==> src/rtl/disp_timing_gen_pkg.sv <==
// Shared definitions for the disparity raster timing generator.
package disp_timing_gen_pkg;

  // Default widths for timing parameters/counters and disparity pixels.
  localparam int unsigned DefPw = 11;
  localparam int unsigned DefDw = 8;

  typedef enum logic [0:0] {
    StIdle = 1'b0,
    StRun  = 1'b1
  } state_e;

  // Default 1920x1080 timing set.
  localparam int unsigned DefHSync  = 4;
  localparam int unsigned DefHBack  = 4;
  localparam int unsigned DefHValid = 1920;
  localparam int unsigned DefHTotal = 1932;
  localparam int unsigned DefVSync  = 1;
  localparam int unsigned DefVTotal = 1080;

endpackage

==> src/rtl/disp_param_chk.sv <==
// Combinational legality check of one raster timing parameter set.
module disp_param_chk
  import disp_timing_gen_pkg::*;
#(
  parameter int unsigned PW = DefPw
) (
  input  logic [PW-1:0] h_sync_i,
  input  logic [PW-1:0] h_back_i,
  input  logic [PW-1:0] h_valid_i,
  input  logic [PW-1:0] h_total_i,
  input  logic [PW-1:0] v_sync_i,
  input  logic [PW-1:0] v_total_i,
  output logic          legal_o
);

  logic [PW+1:0] h_used;

  // Sync+back+valid must leave at least one cycle of front porch; widened to avoid overflow.
  always_comb begin
    h_used  = {2'b00, h_sync_i} + {2'b00, h_back_i} + {2'b00, h_valid_i};
    legal_o = (h_total_i != '0) && (v_total_i != '0) &&
              (h_used < {2'b00, h_total_i}) && (v_sync_i <= v_total_i);
  end

endmodule

==> src/rtl/disp_timing_gen.sv <==
// Raster timing generator: counts a frame from latched parameters, pulls pixels in the active
// window and emits a registered display-style stream with sync strobes and coordinates.
module disp_timing_gen
  import disp_timing_gen_pkg::*;
#(
  parameter int unsigned PW = DefPw,
  parameter int unsigned DW = DefDw
) (
  input  logic          clk_i,
  input  logic          rst_i,
  input  logic          en_i,
  input  logic [PW-1:0] h_sync_i,
  input  logic [PW-1:0] h_back_i,
  input  logic [PW-1:0] h_valid_i,
  input  logic [PW-1:0] h_total_i,
  input  logic [PW-1:0] v_sync_i,
  input  logic [PW-1:0] v_total_i,
  input  logic [DW-1:0] pix_data_i,
  input  logic          pix_valid_i,
  output logic          pix_ready_o,
  output logic          hsync_o,
  output logic          vsync_o,
  output logic          de_o,
  output logic [DW-1:0] dout_o,
  output logic [PW-1:0] x_o,
  output logic [PW-1:0] y_o,
  output logic          frame_done_o,
  output logic          underflow_o,
  output logic          param_err_o
);

  state_e        state_q, state_d;
  logic [PW-1:0] h_cnt_q, h_cnt_d, v_cnt_q, v_cnt_d;
  logic [PW-1:0] h_sync_q, h_sync_d, h_back_q, h_back_d, h_valid_q, h_valid_d;
  logic [PW-1:0] h_total_q, h_total_d, v_sync_q, v_sync_d, v_total_q, v_total_d;
  logic          hsync_q, hsync_d, vsync_q, vsync_d, de_q, de_d;
  logic [DW-1:0] dout_q, dout_d;
  logic [PW-1:0] x_q, x_d, y_q, y_d;
  logic          frame_done_q, frame_done_d, underflow_q, underflow_d;
  logic          param_err_q, param_err_d;

  logic          legal;
  logic          run, hs, vs, act, h_last, v_last, frame_last, load;
  logic [PW+1:0] act_lo, act_hi;

  // Checks the live inputs, since they are only consulted at the moment they get latched.
  disp_param_chk #(
    .PW(PW)
  ) u_param_chk (
    .h_sync_i (h_sync_i),
    .h_back_i (h_back_i),
    .h_valid_i(h_valid_i),
    .h_total_i(h_total_i),
    .v_sync_i (v_sync_i),
    .v_total_i(v_total_i),
    .legal_o  (legal)
  );

  // Decode of the registered counters against the latched parameter set.
  always_comb begin
    run        = (state_q == StRun);
    act_lo     = {2'b00, h_sync_q} + {2'b00, h_back_q};
    act_hi     = act_lo + {2'b00, h_valid_q};
    hs         = run && (h_cnt_q < h_sync_q);
    vs         = run && (v_cnt_q < v_sync_q);
    act        = run && ({2'b00, h_cnt_q} >= act_lo) && ({2'b00, h_cnt_q} < act_hi);
    h_last     = (h_cnt_q == h_total_q - PW'(1));
    v_last     = (v_cnt_q == v_total_q - PW'(1));
    frame_last = run && h_last && v_last;
  end

  assign pix_ready_o = act;

  // Next-state: FSM, counters, parameter latch and registered outputs.
  always_comb begin
    state_d      = state_q;
    h_cnt_d      = h_cnt_q;
    v_cnt_d      = v_cnt_q;
    h_sync_d     = h_sync_q;
    h_back_d     = h_back_q;
    h_valid_d    = h_valid_q;
    h_total_d    = h_total_q;
    v_sync_d     = v_sync_q;
    v_total_d    = v_total_q;
    param_err_d  = param_err_q;
    underflow_d  = underflow_q | (act & ~pix_valid_i);
    hsync_d      = hs;
    vsync_d      = vs;
    de_d         = act;
    dout_d       = (act && pix_valid_i) ? pix_data_i : '0;
    x_d          = act ? PW'({2'b00, h_cnt_q} - act_lo) : '0;
    y_d          = act ? v_cnt_q : '0;
    frame_done_d = frame_last;
    load         = 1'b0;

    case (state_q)
      StIdle: begin
        h_cnt_d = '0;
        v_cnt_d = '0;
        if (en_i) begin
          load = 1'b1;
          if (legal) begin
            state_d = StRun;
          end else begin
            param_err_d = 1'b1;
          end
        end
      end
      StRun: begin
        if (h_last) begin
          h_cnt_d = '0;
          v_cnt_d = v_last ? '0 : v_cnt_q + PW'(1);
        end else begin
          h_cnt_d = h_cnt_q + PW'(1);
        end
        // Frame boundary: reload back-to-back without a gap, or drop to idle.
        if (frame_last) begin
          if (en_i) begin
            load = 1'b1;
            if (!legal) begin
              state_d     = StIdle;
              param_err_d = 1'b1;
            end
          end else begin
            state_d = StIdle;
          end
        end
      end
      default: state_d = StIdle;
    endcase

    if (load) begin
      h_sync_d  = h_sync_i;
      h_back_d  = h_back_i;
      h_valid_d = h_valid_i;
      h_total_d = h_total_i;
      v_sync_d  = v_sync_i;
      v_total_d = v_total_i;
    end
  end

  // State and output registers with synchronous reset.
  always_ff @(posedge clk_i) begin
    if (rst_i) begin
      state_q      <= StIdle;
      h_cnt_q      <= '0;
      v_cnt_q      <= '0;
      h_sync_q     <= '0;
      h_back_q     <= '0;
      h_valid_q    <= '0;
      h_total_q    <= '0;
      v_sync_q     <= '0;
      v_total_q    <= '0;
      hsync_q      <= 1'b0;
      vsync_q      <= 1'b0;
      de_q         <= 1'b0;
      dout_q       <= '0;
      x_q          <= '0;
      y_q          <= '0;
      frame_done_q <= 1'b0;
      underflow_q  <= 1'b0;
      param_err_q  <= 1'b0;
    end else begin
      state_q      <= state_d;
      h_cnt_q      <= h_cnt_d;
      v_cnt_q      <= v_cnt_d;
      h_sync_q     <= h_sync_d;
      h_back_q     <= h_back_d;
      h_valid_q    <= h_valid_d;
      h_total_q    <= h_total_d;
      v_sync_q     <= v_sync_d;
      v_total_q    <= v_total_d;
      hsync_q      <= hsync_d;
      vsync_q      <= vsync_d;
      de_q         <= de_d;
      dout_q       <= dout_d;
      x_q          <= x_d;
      y_q          <= y_d;
      frame_done_q <= frame_done_d;
      underflow_q  <= underflow_d;
      param_err_q  <= param_err_d;
    end
  end

  assign hsync_o      = hsync_q;
  assign vsync_o      = vsync_q;
  assign de_o         = de_q;
  assign dout_o       = dout_q;
  assign x_o          = x_q;
  assign y_o          = y_q;
  assign frame_done_o = frame_done_q;
  assign underflow_o  = underflow_q;
  assign param_err_o  = param_err_q;

endmodule

==> config.mk <==
export PLATFORM = sky130hd
export DESIGN_NAME = disp_timing_gen
export DESIGN_NICKNAME = d
export VERILOG_FILES = /design/src/rtl/disp_timing_gen_pkg.sv /design/src/rtl/disp_param_chk.sv /design/src/rtl/disp_timing_gen.sv
export SDC_FILE = /design/constraint.sdc
export NUM_CORES = 1
export LEC_CHECK = 0
export CORE_MARGIN = 2
export CORE_UTILIZATION = 53
export DETAILED_ROUTE_END_ITERATION = 8
export PLACE_DENSITY = 0.84
export SYNTH_ARGS = -nofsm -noshare
export SYNTH_HDL_FRONTEND = slang
export SYNTH_SLANG_ARGS = --single-unit
==> constraint.sdc <==
create_clock -name clk_i -period 6.3 [get_ports clk_i]
set_input_delay 1.26 -clock clk_i [delete_from_list [all_inputs] [get_ports clk_i]]
set_output_delay 1.26 -clock clk_i [all_outputs]
set_load 0.02 [all_outputs]
; Yosys cells after proc, flatten, opt, wreduce, memory -nomap -nowiden
; Cells that the tools add are included.
[classes]
n_addsub = 9
n_lt_le_gt_ge = 6
n_eq_ne = 4
mux = 16
n_bitwise = 6
n_reduce_logical = 14
[ops]
columns = cell, n
row1 = 11-bit case mux with 2 select lines, 2
row2 = 11-bit 2-to-1 mux, 3
row3 = 11-bit by 11-bit adder with 12-bit output, 2
row4 = 11-bit by 1-bit adder with 11-bit output (second input constant), 2
row5 = 11-bit == test, 2
row6 = 11-bit < comparator, 2
row7 = 11-bit nonzero test, 2
row8 = 11-bit by 1-bit subtractor with 11-bit output (second input constant), 2
row9 = 12-bit by 11-bit adder with 13-bit output, 1
row10 = 13-bit by 11-bit adder with 13-bit output, 1
row11 = 11-bit by 13-bit < comparator with 1-bit output, 1
row12 = 13-bit by 11-bit < comparator with 1-bit output, 1
row13 = 11-bit by 12-bit >= comparator with 1-bit output, 1
row14 = 11-bit less-or-equal comparator, 1
row15 = 11-bit subtractor, 1
row16 = 1-bit logical AND, 10
row17 = 1-bit 2-to-1 mux, 8
row18 = 1-bit case mux with 2 select lines, 3
row19 = 2-bit by 1-bit != test with 1-bit output (second input constant), 2
row20 = 1-bit NOT, 4
row21 = 2-bit OR reduction, 2
row22 = 1-bit bitwise AND, 1
row23 = 1-bit bitwise OR, 1
[word_totals]
reg_bits = 125
word_cells = 73

; Depth between registers and ports, before layout
[logic_depth]
depth_word = 9
depth_mapped = 25
ltp_nobuf = 24

; Hierarchy
; From an unflattened synthesis, not the netlist that was laid out.
[unflattened]
cells_unflattened = 1105
hier_area_um2 = 9416.5
[modules_own_cells]
columns = mod, n_inst, cells_per_inst, area_each_um2, seq_area_each_um2
row1 = disp_timing_gen, 1, 902, 7870.0, 2502.4
row2 = disp_param_chk, 1, 203, 1546.5, 0.0

; Least setup slack after synthesis
; Ideal clock, no wire load.
[synth_timing]
path_kind = flip-flop to output port
startpoint = register h_sync_q[0]
endpoint = output port pix_ready_o
arrival_ns = 4.309
setup_slack_ns = 0.731
path_stages_with_launch = 24
n_path_buf = 0
path_cell_list = dfxtp_1 -> ha_1 -> inv_1 -> fa_1 -> nor2b_1 -> o21ai_0 -> a21boi_0 -> o21ai_0 -> a21oi_1 -> o21ai_0 -> mux2_2 -> or2_2 -> ha_1 -> inv_1 -> nand3_1 -> o31ai_1 -> a21oi_1 -> o311a_1 -> ha_1 -> a2111oi_0 -> o31ai_1 -> o211a_1 -> nand2b_1 -> nor2_1
[synth_via]
elab_chain_len = 4
word_cells_on_any_way = 6
[synth_rtl]
columns = element, line_no
row1 = start: declaration, disp_timing_gen.sv:34  ; logic [PW-1:0] h_sync_q, h_sync_d, h_back_q, h_back_d, h_valid_q, h_valid_d;
row2 = start signal: assignment, disp_timing_gen.sv:167  ; h_sync_q <= h_sync_d;
row3 = 11-bit by 11-bit adder with 12-bit output *, disp_timing_gen.sv:62  ; act_lo = {2'b00, h_sync_q} + {2'b00, h_back_q};
row4 = 12-bit by 11-bit adder with 13-bit output / 11-bit by 12-bit >= comparator with 1-bit output (equally long branches), "disp_timing_gen.sv:63, disp_timing_gen.sv:66"
row5 = 11-bit by 13-bit < comparator with 1-bit output / 1-bit logical AND (equally long branches), disp_timing_gen.sv:66  ; act = run && ({2'b00, h_cnt_q} >= act_lo) && ({2'b00, h_cnt_q} < act_hi);
row6 = 1-bit logical AND *, disp_timing_gen.sv:66
row7 = end: declaration, disp_timing_gen.sv:20  ; output logic pix_ready_o,
; Mark *: on every way between the ends. The rest lies on a longest branch, timed or not.

; Worst setup path after layout
; Ends and elaborated chain as after synthesis.

==> results.sh <==
export IMPL_maxSlewHeadroom_pct=46.1
export IMPL_status="completed"
export IMPL_synth_mux_area_share_pct=8.65
export IMPL_synth_edf_count=0
export IMPL_endpoint_kind="output port"
export IMPL_final_hold_viol_count=0
export IMPL_overflow=0
export IMPL_path_clk_slew_ns=0.06
export IMPL_clock_sinks=125
export IMPL_synthAdderAreaFrac_pct=17.5
export IMPL_clock_latency_ns=0.43
export IMPL_hold_path_end="underflow_o$_SDFF_PP0_"
export IMPL_vias_per_cell=5.60
export IMPL_hold_class="reg -> reg"
export IMPL_antenna_found_initial=0
export IMPL_synth_cells=984
export IMPL_vias=7422
export IMPL_netlist_area_sq_um=8580
export IMPL_fin_crit_ns=5.98
export IMPL_hold_buffers=0
export IMPL_ctsRootBufferMaster="clkbuf_16"
export IMPL_yosysWarnings=0
export IMPL_cts_tree="yes"
export IMPL_fin_crit_sh_pct=94.9
export IMPL_synthArstFlopShare_pct=0
export IMPL_cts_max_path_buffers=2
export IMPL_slew_violations=0
export IMPL_diodes=0
export IMPL_drive_gt1_share_pct=5.77
export IMPL_drt_iter0_drc=444
export IMPL_setup_ws_ns=0.319
export IMPL_syn_area_per_cell_sq_um=8.72
export IMPL_finalSetupViolCount=0
export IMPL_syn_nets=1179
export IMPL_place_gp_congestion=0.917
export IMPL_worstReg2RegEnd="dout_o[6]$_SDFF_PP0_"
export IMPL_grt_max_degree=73
export IMPL_wl_per_cell_um=15.6
export IMPL_numCtsBuffers=17
export IMPL_finalWirelength_mm=20.7
export IMPL_synth_yosys_seq_area_share_pct=29.2
export IMPL_synth_top_family_by_area="simple AND/OR/NAND/NOR gates"
export IMPL_ff2ff_setup_slack_ns=1.52
export IMPL_seq_power_share_pct=32.5
export IMPL_swShare_pct=32.0
export IMPL_peakVddDrop_uv=221
export IMPL_clkPwrFrac_pct=36.6
export IMPL_grt_use_total_pct=24.4
export IMPL_worstHoldStart="underflow_o$_SDFF_PP0_"
export IMPL_hpwl_mm=15.6
export IMPL_crit_fanout=3
export IMPL_num_io_pins=115
export IMPL_min_path_cells=2
export IMPL_ant_nets=0
export IMPL_drc=0
export IMPL_regToRegStartpoint="h_sync_q[0]$_SDFFE_PP0P_"
export IMPL_die_area_sq_um=17200
export IMPL_finClkSkew_ns=0.0136
export IMPL_synth_compound_area_share_pct=13.5
export IMPL_pre_cts_slack_ns=-0.0268
export IMPL_drtPass1Iterations=5
export IMPL_setup_tns_ns=0
export IMPL_synth_xor_area_share_pct=8.06
export IMPL_leakagePower_nw=4.82
export IMPL_synth_distinct_cells=64
export IMPL_path_class="reg -> out"
export IMPL_drv_cap=0
export IMPL_max_freq_ghz=0.167
export IMPL_start_util_pct=54.2
export IMPL_nets=1292
export IMPL_core_area_sq_um=15800
export IMPL_ys_flop_type="dfxtp_1"
export IMPL_synthSimpleGateAreaFrac_pct=18.0
export IMPL_htreeDepth=4
export IMPL_portBuffers=114
export IMPL_ys_seq_elements=125
export IMPL_startpoint="h_sync_q[0]$_SDFFE_PP0P_"
export IMPL_placementRows=46
export IMPL_grt_pass1_wl_mm=34.1
export IMPL_combPwrFrac_pct=31.0
export IMPL_power_switching_w=0.000865
export IMPL_powerDensity_nw_per_um2=255
export IMPL_internal_power_w=0.00184
export IMPL_cp_start_kind="flop"
export IMPL_area_delta_synth_final_pct=23.4
export IMPL_worst_pin_slew_ns=0.805
export IMPL_fp_dieH_um=131
export IMPL_worstPathRequired_ns=5.04
export IMPL_crit_arrival_ns=4.72
export IMPL_grt_pass1_vias=6907
export IMPL_r2r_cells=23
export IMPL_die_w_um=131
==> layout by cell type (no fill, tap or decap), types with 10 or more instances in the layout <==
cell,Yosys,layout
ha_1,112,109
nand3_1,32,32
and2_1,22,22
and3_1,16,16
mux2i_1,73,73
nand2b_1,12,12
nor3_1,20,20
clkdlybuf4s50_1,0,112
a21o_1,29,29
inv_1,82,81
dfxtp_1,125,123
nor2_1,120,120
o21ai_0,23,20
clkbuf_16,0,17
nor4_1,11,11
nand2_1,28,28
xnor2_1,51,51
or3_1,10,10
xor2_1,28,28
o21a_1,10,10
a21oi_1,49,48
==> state kept, by name, summed over array words and instances, names as in the netlist, 8 cells and up <==
name	count
h_back_q	11
h_cnt_q	11
h_sync_q	11
h_total_q	11
h_valid_q	11
v_cnt_q	11
v_sync_q	11
v_total_q	11
x_o	11
y_o	11
dout_o	8
==> per-stage QoR <==
stage               utilization, %  instance area (sq um)  hold slack [ns]  cells  power (W)
finish                        66.9                  10600            0.475   1326    0.00270
detailed placement            62.6                   9910            0.463   1292    0.00170
global placement              62.6                   9910            0.449   1292    0.00168
floorplan                        -                   8580            0.463    984    0.00150
global route                  66.9                  10600            0.508   1326    0.00286
CTS                           66.4                  10500            0.480   1324    0.00270
==> worst max-delay path by stage <==
stage	end	cells after the start
floorplan	pix_ready_o	23
global placement	pix_ready_o	24
detailed placement	pix_ready_o	24
CTS	pix_ready_o	24
global route	pix_ready_o	22
finish	pix_ready_o	22
==> layer usage <==
| layer | vias up | share of wire (%) | wire length, um | global-route usage (%) |
|---|---|---|---|---|
| met2 | 227 | 45 | 9330 | 39.1 |
| met4 | 0 | 2.1 | 439 | 9.24 |
| met3 | 34 | 5.2 | 1070 | 4.17 |
| met1 | 3469 | 48 | 9870 | 33.0 |
| met5 | - | 0 | 0 | 0 |
| li1 | 3692 | - | - | - |
==> cell usage after synthesis, drive strengths merged (4+ instances only) <==
master | number | share of area, %
xor2 | 28 | 2.9
o211ai | 5 | 0.44
nor2b | 9 | 0.66
dfxtp | 125 | 29
a22o | 4 | 0.41
a211oi | 4 | 0.35
or3 | 10 | 0.73
nor4 | 12 | 1.1
nand3 | 32 | 1.9
a211o | 4 | 0.41
nand2 | 28 | 1.2
a21boi | 4 | 0.35
o31ai | 5 | 0.44
o21a | 10 | 0.87
mux2i | 73 | 8.5
nand2b | 12 | 0.87
a21o | 29 | 2.5
and3 | 16 | 1.2
a31oi | 7 | 0.51
o21bai | 4 | 0.35
nand4 | 7 | 0.51
inv | 82 | 3.6
buf | 8 | 0.74
or2 | 5 | 0.36
xnor2 | 51 | 5.2
o21ai | 24 | 1.4
nor3 | 21 | 1.4
clkbuf | 19 | 0.83
fa | 5 | 1.2
a21oi | 49 | 2.9
ha | 112 | 16
and2 | 22 | 1.6
nor2 | 120 | 5.3
==> cells by family (layout without fill, tap and decap cells) <==
| family | Yosys count | count (layout) |
|---|---|---|
| compound gates | 173 | 173 |
| fa+ha+maj | 117 | 117 |
| mux | 74 | 74 |
| flops | 125 | 125 |
| simple gates | 307 | 307 |
| xor+xnor | 79 | 79 |
| buf+inv | 109 | 235 |
==> cell type report <==
class	instances	area, sq um
Multi-Input combinational cell	750	5720
Fill cell	1253	5240
Sequential cell	125	2500
Timing Repair Buffer	121	1190
Clock buffer	19	443
Inverter	82	308
Tap cell	216	270
Clock inverter	13	156
==> power by group through the flow <==
stage / sequential (W) / clock, W / combinational [W]
floorplan: 0.000877 / 0 / 0.000618
global placement: 0.000889 / 0 / 0.000786
detailed placement: 0.000892 / 0 / 0.000808
CTS: 0.000875 / 0.00100 / 0.000822
global route: 0.000883 / 0.00104 / 0.000936
finish: 0.000878 / 0.000989 / 0.000837
==> worst max-delay path: stages (launching register included) <==
cell	delay, ns
dfxtp_2	0.33
ha_2	0.17
inv_1	0.05
fa_2	0.38
nor2b_2	0.12
o21ai_1	0.08
a21boi_1	0.21
buf_4	0.14
nor2_1	0.05
ha_1	0.31
a21boi_0	0.14
o21ai_0	0.21
a21oi_1	0.12
o21a_1	0.22
or2_2	0.30
ha_1	0.29
nor2b_1	0.16
a2111oi_4	0.31
o31ai_1	0.12
o211a_1	0.14
nand2b_1	0.16
nor2_1	0.12
buf_4	0.15
==> timing repair <==
item	CTS	global route
setup endpoints to repair	1	1
gates resized for setup	7	16
buffers inserted	0	2
hold endpoints to repair	0	0
pin swaps	1	7
Power figures use the tool's default switching activity.
